==> config.mk <==
export PLATFORM = sky130hd
export DESIGN_NAME = spi_master_mc
export DESIGN_NICKNAME = d
export VERILOG_FILES = /design/src/rtl/spi_pkg.sv /design/src/rtl/spi_clk_gen.sv /design/src/rtl/spi_master_mc.sv
export SDC_FILE = /design/constraint.sdc
export NUM_CORES = 1
export LEC_CHECK = 0
export CORE_MARGIN = 2
export CORE_UTILIZATION = 53
export CTS_CLUSTER_DIAMETER = 200
export DETAILED_ROUTE_END_ITERATION = 8
export GPL_TIMING_DRIVEN = 0
export HOLD_SLACK_MARGIN = 0.12
export PLACE_DENSITY_LB_ADDON = 0.2
export SETUP_SLACK_MARGIN = 0.02
export SYNTH_ARGS = -nofsm -noshare
export SYNTH_HDL_FRONTEND = slang
export SYNTH_SLANG_ARGS = --single-unit
export TNS_END_PERCENT = 50
==> constraint.sdc <==
create_clock -name i_clk -period 3 [get_ports i_clk]
set_input_delay 0.9 -clock i_clk [delete_from_list [all_inputs] [get_ports i_clk]]
set_output_delay 0.9 -clock i_clk [all_outputs]
set_load 0.02 [all_outputs]
==> src/rtl/spi_pkg.sv <==
// spi_pkg: shared types and constants for the spi_master_mc block.
//   spi_state_e : transfer FSM states (IDLE/SETUP/XFER/HOLD)
//   spi_cfg_t   : per-transfer configuration latched on accept
//   CPOL_BIT / CPHA_BIT : bit positions inside the 2-bit mode input
//   cs_idx_w()  : width of the chip-select index for a given NUM_CS
package spi_pkg;

  typedef enum logic [1:0] {
    IDLE  = 2'd0,
    SETUP = 2'd1,
    XFER  = 2'd2,
    HOLD  = 2'd3
  } spi_state_e;

  typedef struct packed {
    logic cpol;
    logic cpha;
    logic lsb_first;
  } spi_cfg_t;

  localparam int CPOL_BIT = 1;
  localparam int CPHA_BIT = 0;

  function automatic int cs_idx_w(input int n);
    return (n > 1) ? $clog2(n) : 1;
  endfunction

endpackage

==> src/rtl/spi_clk_gen.sv <==
// spi_clk_gen: SCLK divider for spi_master_mc.
// A DIV_W-bit counter reloads with the latched divider and ticks once every
// H = div+1 clocks while a transfer is active. Ticks with edge_en set toggle
// SCLK; each such toggle is classified as leading (leaving the idle level)
// or trailing (returning to it). While idle, SCLK follows idle_pol so the
// line already sits at the right CPOL before the next accept.
//   clk, rst_n  : clock, async active-low reset
//   idle        : FSM is in IDLE (counter frozen, SCLK tracks idle_pol)
//   idle_pol    : live CPOL request from the bus side
//   load, div   : accept strobe and divider value to latch
//   cpol        : CPOL latched for the running transfer
//   edge_en     : the next tick is an SCLK edge (SETUP/XFER)
//   tick        : divider period boundary
//   lead, trail : edge strobes, valid in the cycle before SCLK changes
//   sclk        : registered serial clock
module spi_clk_gen #(
  parameter int DIV_W = 8
) (
  input  logic             clk,
  input  logic             rst_n,
  input  logic             idle,
  input  logic             idle_pol,
  input  logic             load,
  input  logic [DIV_W-1:0] div,
  input  logic             cpol,
  input  logic             edge_en,
  output logic             tick,
  output logic             lead,
  output logic             trail,
  output logic             sclk
);

  logic [DIV_W-1:0] div_q, cnt_q;
  logic             sclk_q;

  always_ff @(posedge clk or negedge rst_n) begin
    if (!rst_n) begin
      div_q  <= '0;
      cnt_q  <= '0;
      sclk_q <= 1'b0;
    end else begin
      if (load) begin
        div_q <= div;
        cnt_q <= div;
      end else if (!idle) begin
        cnt_q <= (cnt_q == '0) ? div_q : cnt_q - 1'b1;
      end
      if (idle)                sclk_q <= idle_pol;
      else if (tick && edge_en) sclk_q <= ~sclk_q;
    end
  end

  assign tick  = !idle && (cnt_q == '0);
  assign lead  = tick && edge_en && (sclk_q == cpol);
  assign trail = tick && edge_en && (sclk_q != cpol);
  assign sclk  = sclk_q;

endmodule

==> src/rtl/spi_master_mc.sv <==
// spi_master_mc: parametrised SPI master with valid/ready request side.
// Each accepted word runs SETUP (H clocks, CS low, SCLK at CPOL), XFER
// (2*WIDTH SCLK edges, one per H clocks) and HOLD (2*H clocks), then CS
// rises and o_RX_DATA is loaded with a one-cycle o_rx_valid pulse.
// Optional build macro: SPI_LSB_FIRST_EN adds i_lsb_first (LSB-first TX/RX).
// Ports:
//   i_clk, i_rst            : clock, async active-low reset
//   i_mode[1:0]             : {CPOL,CPHA}, sampled on accept
//   i_div                   : SCLK half period minus one, sampled on accept
//   i_cs_sel                : slave index; out-of-range selects no slave
//   i_valid/o_ready/i_PDATA : transmit request handshake and word
//   o_RX_DATA, o_rx_valid   : last received word and its update pulse
//   o_busy                  : transfer in progress
//   o_sclk, o_mosi, i_miso  : SPI pins
//   o_cs_n                  : one-hot active-low chip selects
module spi_master_mc
  import spi_pkg::*;
#(
  parameter  int WIDTH  = 8,
  parameter  int NUM_CS = 4,
  parameter  int DIV_W  = 8,
  localparam int CS_W   = cs_idx_w(NUM_CS)
) (
  input  logic              i_clk,
  input  logic              i_rst,
  input  logic [1:0]        i_mode,
  input  logic [DIV_W-1:0]  i_div,
  input  logic [CS_W-1:0]   i_cs_sel,
  input  logic              i_valid,
  output logic              o_ready,
  input  logic [WIDTH-1:0]  i_PDATA,
`ifdef SPI_LSB_FIRST_EN
  input  logic              i_lsb_first,
`endif
  output logic [WIDTH-1:0]  o_RX_DATA,
  output logic              o_rx_valid,
  output logic              o_busy,
  output logic              o_sclk,
  output logic              o_mosi,
  input  logic              i_miso,
  output logic [NUM_CS-1:0] o_cs_n
);

  // cnt_q counts divider ticks since accept: ticks 1..2W are SCLK edges,
  // ticks 2W+1 and 2W+2 are the HOLD tail.
  localparam int CNT_W = $clog2(2*WIDTH) + 1;
  localparam logic [CNT_W-1:0] LAST_EDGE  = CNT_W'(2*WIDTH - 1);
  localparam logic [CNT_W-1:0] LAST_TICK  = CNT_W'(2*WIDTH + 1);
  localparam logic [CNT_W-1:0] LAST_SHIFT = CNT_W'(2*WIDTH - 2);

  spi_state_e       state_q, state_d;
  spi_cfg_t         cfg_q;
  logic [CNT_W-1:0] cnt_q;
  logic [CS_W-1:0]  cs_sel_q;
  logic [WIDTH-1:0] tx_q, rx_q, rx_data_q;
  logic             rx_valid_q;
  logic             accept, done, lsb_in;
  logic             tick, lead, trail, edge_en, shift_en, sample_en;

`ifdef SPI_LSB_FIRST_EN
  assign lsb_in = i_lsb_first;
`else
  assign lsb_in = 1'b0;
`endif

  assign o_ready = (state_q == IDLE);
  assign o_busy  = !o_ready;
  assign accept  = i_valid && o_ready;
  assign edge_en = (state_q == SETUP) || (state_q == XFER);

  spi_clk_gen #(.DIV_W(DIV_W)) u_clk_gen (
    .clk      (i_clk),
    .rst_n    (i_rst),
    .idle     (o_ready),
    .idle_pol (i_mode[CPOL_BIT]),
    .load     (accept),
    .div      (i_div),
    .cpol     (cfg_q.cpol),
    .edge_en  (edge_en),
    .tick     (tick),
    .lead     (lead),
    .trail    (trail),
    .sclk     (o_sclk)
  );

  // SETUP already presents the first bit, so the first launch edge of the
  // word (CPHA=1: edge 1) and the edge after the last capture (CPHA=0:
  // edge 2W) must not shift. cnt_q is edge number minus one here.
  assign shift_en  = (cfg_q.cpha ? lead : trail) && (cnt_q != '0) && (cnt_q <= LAST_SHIFT);
  assign sample_en = cfg_q.cpha ? trail : lead;

  always_ff @(posedge i_clk or negedge i_rst) begin
    if (!i_rst) state_q <= IDLE;
    else        state_q <= state_d;
  end

  always_comb begin
    state_d = state_q;
    done    = 1'b0;
    case (state_q)
      IDLE:  if (accept) state_d = SETUP;
      SETUP: if (tick) state_d = XFER;
      XFER:  if (tick && cnt_q == LAST_EDGE) state_d = HOLD;
      HOLD:  if (tick && cnt_q == LAST_TICK) begin
               state_d = IDLE;
               done    = 1'b1;
             end
      default: state_d = IDLE;
    endcase
  end

  always_ff @(posedge i_clk or negedge i_rst) begin
    if (!i_rst) begin
      cnt_q      <= '0;
      cfg_q      <= '0;
      cs_sel_q   <= '0;
      tx_q       <= '0;
      rx_q       <= '0;
      rx_data_q  <= '0;
      rx_valid_q <= 1'b0;
    end else begin
      rx_valid_q <= done;
      if (accept) begin
        cnt_q    <= '0;
        cfg_q    <= '{cpol: i_mode[CPOL_BIT], cpha: i_mode[CPHA_BIT], lsb_first: lsb_in};
        cs_sel_q <= i_cs_sel;
        tx_q     <= i_PDATA;
        rx_q     <= '0;
      end else begin
        if (tick) cnt_q <= cnt_q + 1'b1;
        if (shift_en)
          tx_q <= cfg_q.lsb_first ? {1'b0, tx_q[WIDTH-1:1]} : {tx_q[WIDTH-2:0], 1'b0};
        if (sample_en)
          rx_q <= cfg_q.lsb_first ? {i_miso, rx_q[WIDTH-1:1]} : {rx_q[WIDTH-2:0], i_miso};
      end
      if (done) rx_data_q <= rx_q;
    end
  end

  assign o_mosi     = o_busy && (cfg_q.lsb_first ? tx_q[0] : tx_q[WIDTH-1]);
  assign o_RX_DATA  = rx_data_q;
  assign o_rx_valid = rx_valid_q;

  // Indices >= NUM_CS never match, so an out-of-range select drives no CS.
  for (genvar g = 0; g < NUM_CS; g++) begin : g_cs
    assign o_cs_n[g] = !(o_busy && (cs_sel_q == CS_W'(g)));
  end

endmodule

Word-level counts from Yosys, hierarchy flattened. Cells that the tools add are included.

$lt $le $gt $ge: 1. $add $sub $neg: 2. Eq/ne operators: 14. Muxes and demuxes: 20. Bitwise gates (word level): 1. Reductions and logical operators: 29.

Operators with widths (count): $mux W8 (7); $logic_and A1 B1 Y1 (14); $mux W5 (2); $eq A2 B2 Y1 const B (4); $logic_not A8 Y1 (1); $mux W2 (4); $pmux W2 S4 (1); $reduce_bool A2 Y1 (4); $sub A8 B1 Y8 const B (1); $mux W1 (6); $add A5 B1 Y5 const B (1); $eq A5 B4 Y1 const B (1); $eq A5 B5 Y1 const B (1); $le A5 B4 Y1 const B (1); $logic_not A1 Y1 (5); $reduce_bool A5 Y1 (1); $eq A2 B1 Y1 const B (2); $logic_not A2 Y1 (2); $ne A2 B1 Y1 const B (2); $ne A2 B2 Y1 const B (2); $reduce_and A4 Y1 (1); $eq A1 B1 Y1 (1); $logic_or A1 B1 Y1 (1); $ne A1 B1 Y1 (1); $not A1 Y1 (1).

Bits of input ports: 24. Flip-flop bits (word level): 53. Logic and storage cells: 79.

Depth between registers and ports, before layout.
Depth after elaboration: 10. Depth in mapped cells: 9.

By module. Synthesis repeated with hierarchy kept, for this count alone.

Cell total of the unflattened synthesis: 271. Area total of the unflattened synthesis: 2763.9 um2.

Modules (own cells, without submodules): spi_master_mc (area each 1742.9 um2, instances 1, cells an instance 173); spi_clk_gen (area each 1021.0 um2, instances 1, cells an instance 98).

Least setup slack after synthesis. Ideal clock, no wire load.

Path type: flip-flop to output port. From: register state_q[0]. To: output port o_cs_n[0]. Stages on the path, launching flop included: 7. Data required time: 2.100 ns. Path slack: 0.478 ns. Arrival time: 1.622 ns. Cell sequence: dfrtp_1 inv_1 ha_1 clkbuf_1 clkbuf_1 nor2_1 nand2_1.

Cells in the longest elaborated chain, start to end: 4.

RTL lines: start: declaration (RTL line spi_master_mc.sv:51) `spi_state_e state_q, state_d;`; start signal: assignment (RTL line spi_master_mc.sv:94) `else state_q <= state_d;`; $logic_not A2 Y1 (RTL line spi_master_mc.sv:66) `assign o_ready = (state_q == IDLE);`; net o_ready (RTL line spi_master_mc.sv:30) `output logic o_ready,`; $logic_not A1 Y1; $logic_and A1 B1 Y1 (RTL line spi_master_mc.sv:146) `assign o_cs_n[g] = !(o_busy && (cs_sel_q == CS_W'(g)));`; $logic_not A1 Y1 (RTL line spi_master_mc.sv:146); end: declaration (RTL line spi_master_mc.sv:41) `output logic [NUM_CS-1:0] o_cs_n`.

The timed path passes the listed nets, and every way through them passes these cells.

Worst setup path after layout.
From: register state_q[1]. To: output port o_cs_n[2].

Cells in the longest elaborated chain, start to end: 4.

RTL lines (RTL line): $logic_not A2 Y1 (spi_master_mc.sv:66); $logic_not A1 Y1; $logic_and A1 B1 Y1 (spi_master_mc.sv:146); $logic_not A1 Y1 (spi_master_mc.sv:146).

No other way between the ends.

==> metrics.cfg <==
[synthesis]
netlist_area_um2 = 2789
synth_edf_count = 0
synth_top_area_cell = dfrtp_1
yosys_warnings = 0
syn_avg_cell_area_um2 = 10.48
synth_cell_types = 48
yosysTopAreaCellShare_pct = 47.55
synthCells = 266
yosysSeqAreaShare_pct = 47.55
synth_top_flop_cell = dfrtp_1
postSynth.asyncResetShare_pct = 100.0
synth_seq_cells = 53
synth.net_count = 301
netlist_top_cells_area = dfrtp_1, mux2_2, ha_1

[timing]
fin_worst_skew_ns = 0.008354
max_clock_freq_mhz = 352.0
drv_slew = 0
rsz0062_at_grt = no
fin_crit_sh_pct = 94.69
hold_viol = 0
slew_headroom_pct = 43.77
worst_pin_slew_ns = 0.8371
fin_crit_ns = 2.841
finalSetupViolations = 0
tns_ns = 0
hold_slack_ns = 0.4925

[clocking]
cts_made_buffers = 5
insertion_delay_ns = 0.31
cts-root-buf = clkbuf_8
cts_setup_buffers = 0
cts_tree = done
cts.sinks = 53
path_clk_slew_ns = 0.10
htreeDepth = 2
clockBufferDepth = 2
hold_buffers = 0

[power]
max-vdd-ir-drop_v = 0.0002603
leakage_nw = 1.494
power_density_nw_per_um2 = 369.4

[drt]
vias = 2127
antenna_left = 0
firstDrtPassIters = 4
viasPerCell = 5.525
routedWlPerCell_um = 14.66
routed_wl_um = 5645
drtIter0Drc = 105
drc_errors = 0

[setup_path]
cp-end-kind = primary output
critPathLaunchType = flop
rrSetupSlack_ns = 0.46
cp_top_family = buffers and inverters
crit_buf_inv = 4
path_cells = inv_1, ha_1, clkbuf_4, clkbuf_8, nor2_1, nand2_1, dlygate4sd2_1
cp_max_fo = 10
r2r_start = state_q[1]
required_ns = 2.10
crit_arrival_ns = 1.94
slowest_delay_ns = 0.43
slowest_stage = dfrtp_1
reg2reg_depth = 8
criticalPathCategory = reg -> out
r2r-end = rx_q[6]

[layout]
area_growth_pct = 22.79
drive_gt1_share_pct = 13.33
layout_commonest_cell = dfrtp_1
num_antenna_cells = 0
fin_nets = 349
layout_common_cells = dfrtp_1, clkdlybuf4s50_1, nand2_1

[placed_design]
place.gp.congestion = 0.8165
dp_hpwl_um = 3988
io_buffers = 40

[global_route]
grt_usage_pct = 20.54
grt_start_max_net_pins = 32
grt_pass1_vias = 2120
grt_pass1_wl_um = 9701
antenna_found_initial = 0
overflow = 0

[floorplanning]
die_x_um = 76.54
die_h_um = 76.54
dieArea_um2 = 5858
start_util_pct = 54.61
core_area_um2 = 5107
io_pins = 41
num_rows = 26

[min_path]
min_path_cells = 2
hp-start = rx_q[7]
whs_endpoint = rx_q[7]
min_path_type = reg -> reg

[job]
max_cap_violations = 0

[status]
status = complete, no violations

-- cells by family (layout without fill, tap and decap cells) --
group	count (synthesis)	after routing	synth area share, %
AO/OA/AOI/OAI	56	56	12.38
AND/OR/NAND/NOR	82	82	15.88
adder cells (fa/ha/maj)	11	11	4.935
XOR/XNOR	6	6	2.378
multiplexers	33	33	13.10
buffers and inverters	25	74	3.768
flip-flops	53	53	47.55
-- final cells by class --
cell class	instances	area, um^2
buffer	15	81.33
clock buffer	5	68.82
clock inverter	3	46.29
fill	440	1683
inverter	10	37.54
multi-input combinational	188	1358
sequential	53	1326
tap	70	87.58
timing repair buffer	41	419.2
-- power by group --
group          switching, mW  internal [mW]
clock                  0.244          0.250
combinational         0.0236         0.0331
sequential                 0          0.714
-- sequential cells by signal (all words and copies together) (netlist names) --
| register | count |
|---|---|
| state_q | 2 |
| o_RX_DATA | 8 |
| u_clk_gen.cnt_q | 8 |
| cfg_q | 2 |
| u_clk_gen.div_q | 8 |
| cnt_q | 5 |
| u_clk_gen.sclk | 1 |
| tx_q | 8 |
| o_rx_valid | 1 |
| cs_sel_q | 2 |
| rx_q | 8 |
-- Yosys cell counts (2+ instances only) --
| library cell | n |
|---|---|
| dfrtp_1 | 53 |
| nand2_1 | 28 |
| o21ai_0 | 27 |
| mux2_2 | 19 |
| nand3_1 | 18 |
| nor2_1 | 13 |
| ha_1 | 11 |
| clkbuf_1 | 10 |
| inv_1 | 10 |
| a21oi_1 | 9 |
| mux2i_1 | 8 |
| a31oi_1 | 7 |
| mux2_1 | 5 |
| xor2_1 | 4 |
| buf_2 | 3 |
| nor3b_1 | 3 |
| a211oi_1 | 2 |
| and2_1 | 2 |
| and3_1 | 2 |
| nor3_1 | 2 |
| nor4_4 | 2 |
| or3_1 | 2 |
-- metrics by stage --
| stage | area, um^2 | setup slack (ns) | cells | total power, mW | util [%] |
|---|---|---|---|---|---|
| 2_1_floorplan | 2789 | 0.4785 | 266 | 0.7366 | - |
| 3_3_place_gp | 3277 | -0.5752 | 376 | 0.7832 | 64.16 |
| 3_5_place_dp | 3292 | -0.2442 | 377 | 0.7859 | 64.45 |
| 4_1_cts | 3417 | 0.01734 | 385 | 1.273 | 66.90 |
| 5_1_grt | 3425 | 0.04082 | 385 | 1.312 | 67.05 |
| 6_report | 3425 | 0.1592 | 385 | 1.265 | 67.05 |
-- per-layer routing --
| metal | GRT usage (%) | wire, um | part of all wire [%] |
|---|---|---|---|
| met3 | 2.844 | 188 | 3.3 |
| met5 | 0 | 0 | 0 |
| met4 | 8.182 | 66 | 1.2 |
| met2 | 35.93 | 2895 | 51 |
| met1 | 25.70 | 2494 | 44 |
-- worst max path at each step --
stage / end / startpoint / slack (ns) / cells past startpoint
5_1_grt: o_cs_n[0] / state_q[1] / 0.04 / 7
6_report: o_cs_n[2] / state_q[1] / 0.16 / 7
2_1_floorplan: o_cs_n[0] / state_q[0] / 0.48 / 6
3_5_place_dp: o_cs_n[0] / state_q[0] / -0.24 / 7
4_1_cts: o_cs_n[3] / state_q[1] / 0.02 / 6
3_3_place_gp: cs_sel_q[1] / i_rst / -0.58 / 1
-- what timing repair did --
action	4_1_cts	5_1_grt
pin swaps	0	0
gates resized for setup	8	3
endpoints found under the setup margin	6	3
-- worst reg2reg max path: stages (launching register included) --
cell and delay (ns):
dfrtp_1 0.43, inv_1 0.09, ha_1 0.21, clkbuf_4 0.19, and2_1 0.15, clkbuf_1 0.21
a41oi_1 0.57, clkbuf_1 0.39, o21ai_0 0.17
Power figures use the tool's default switching activity.
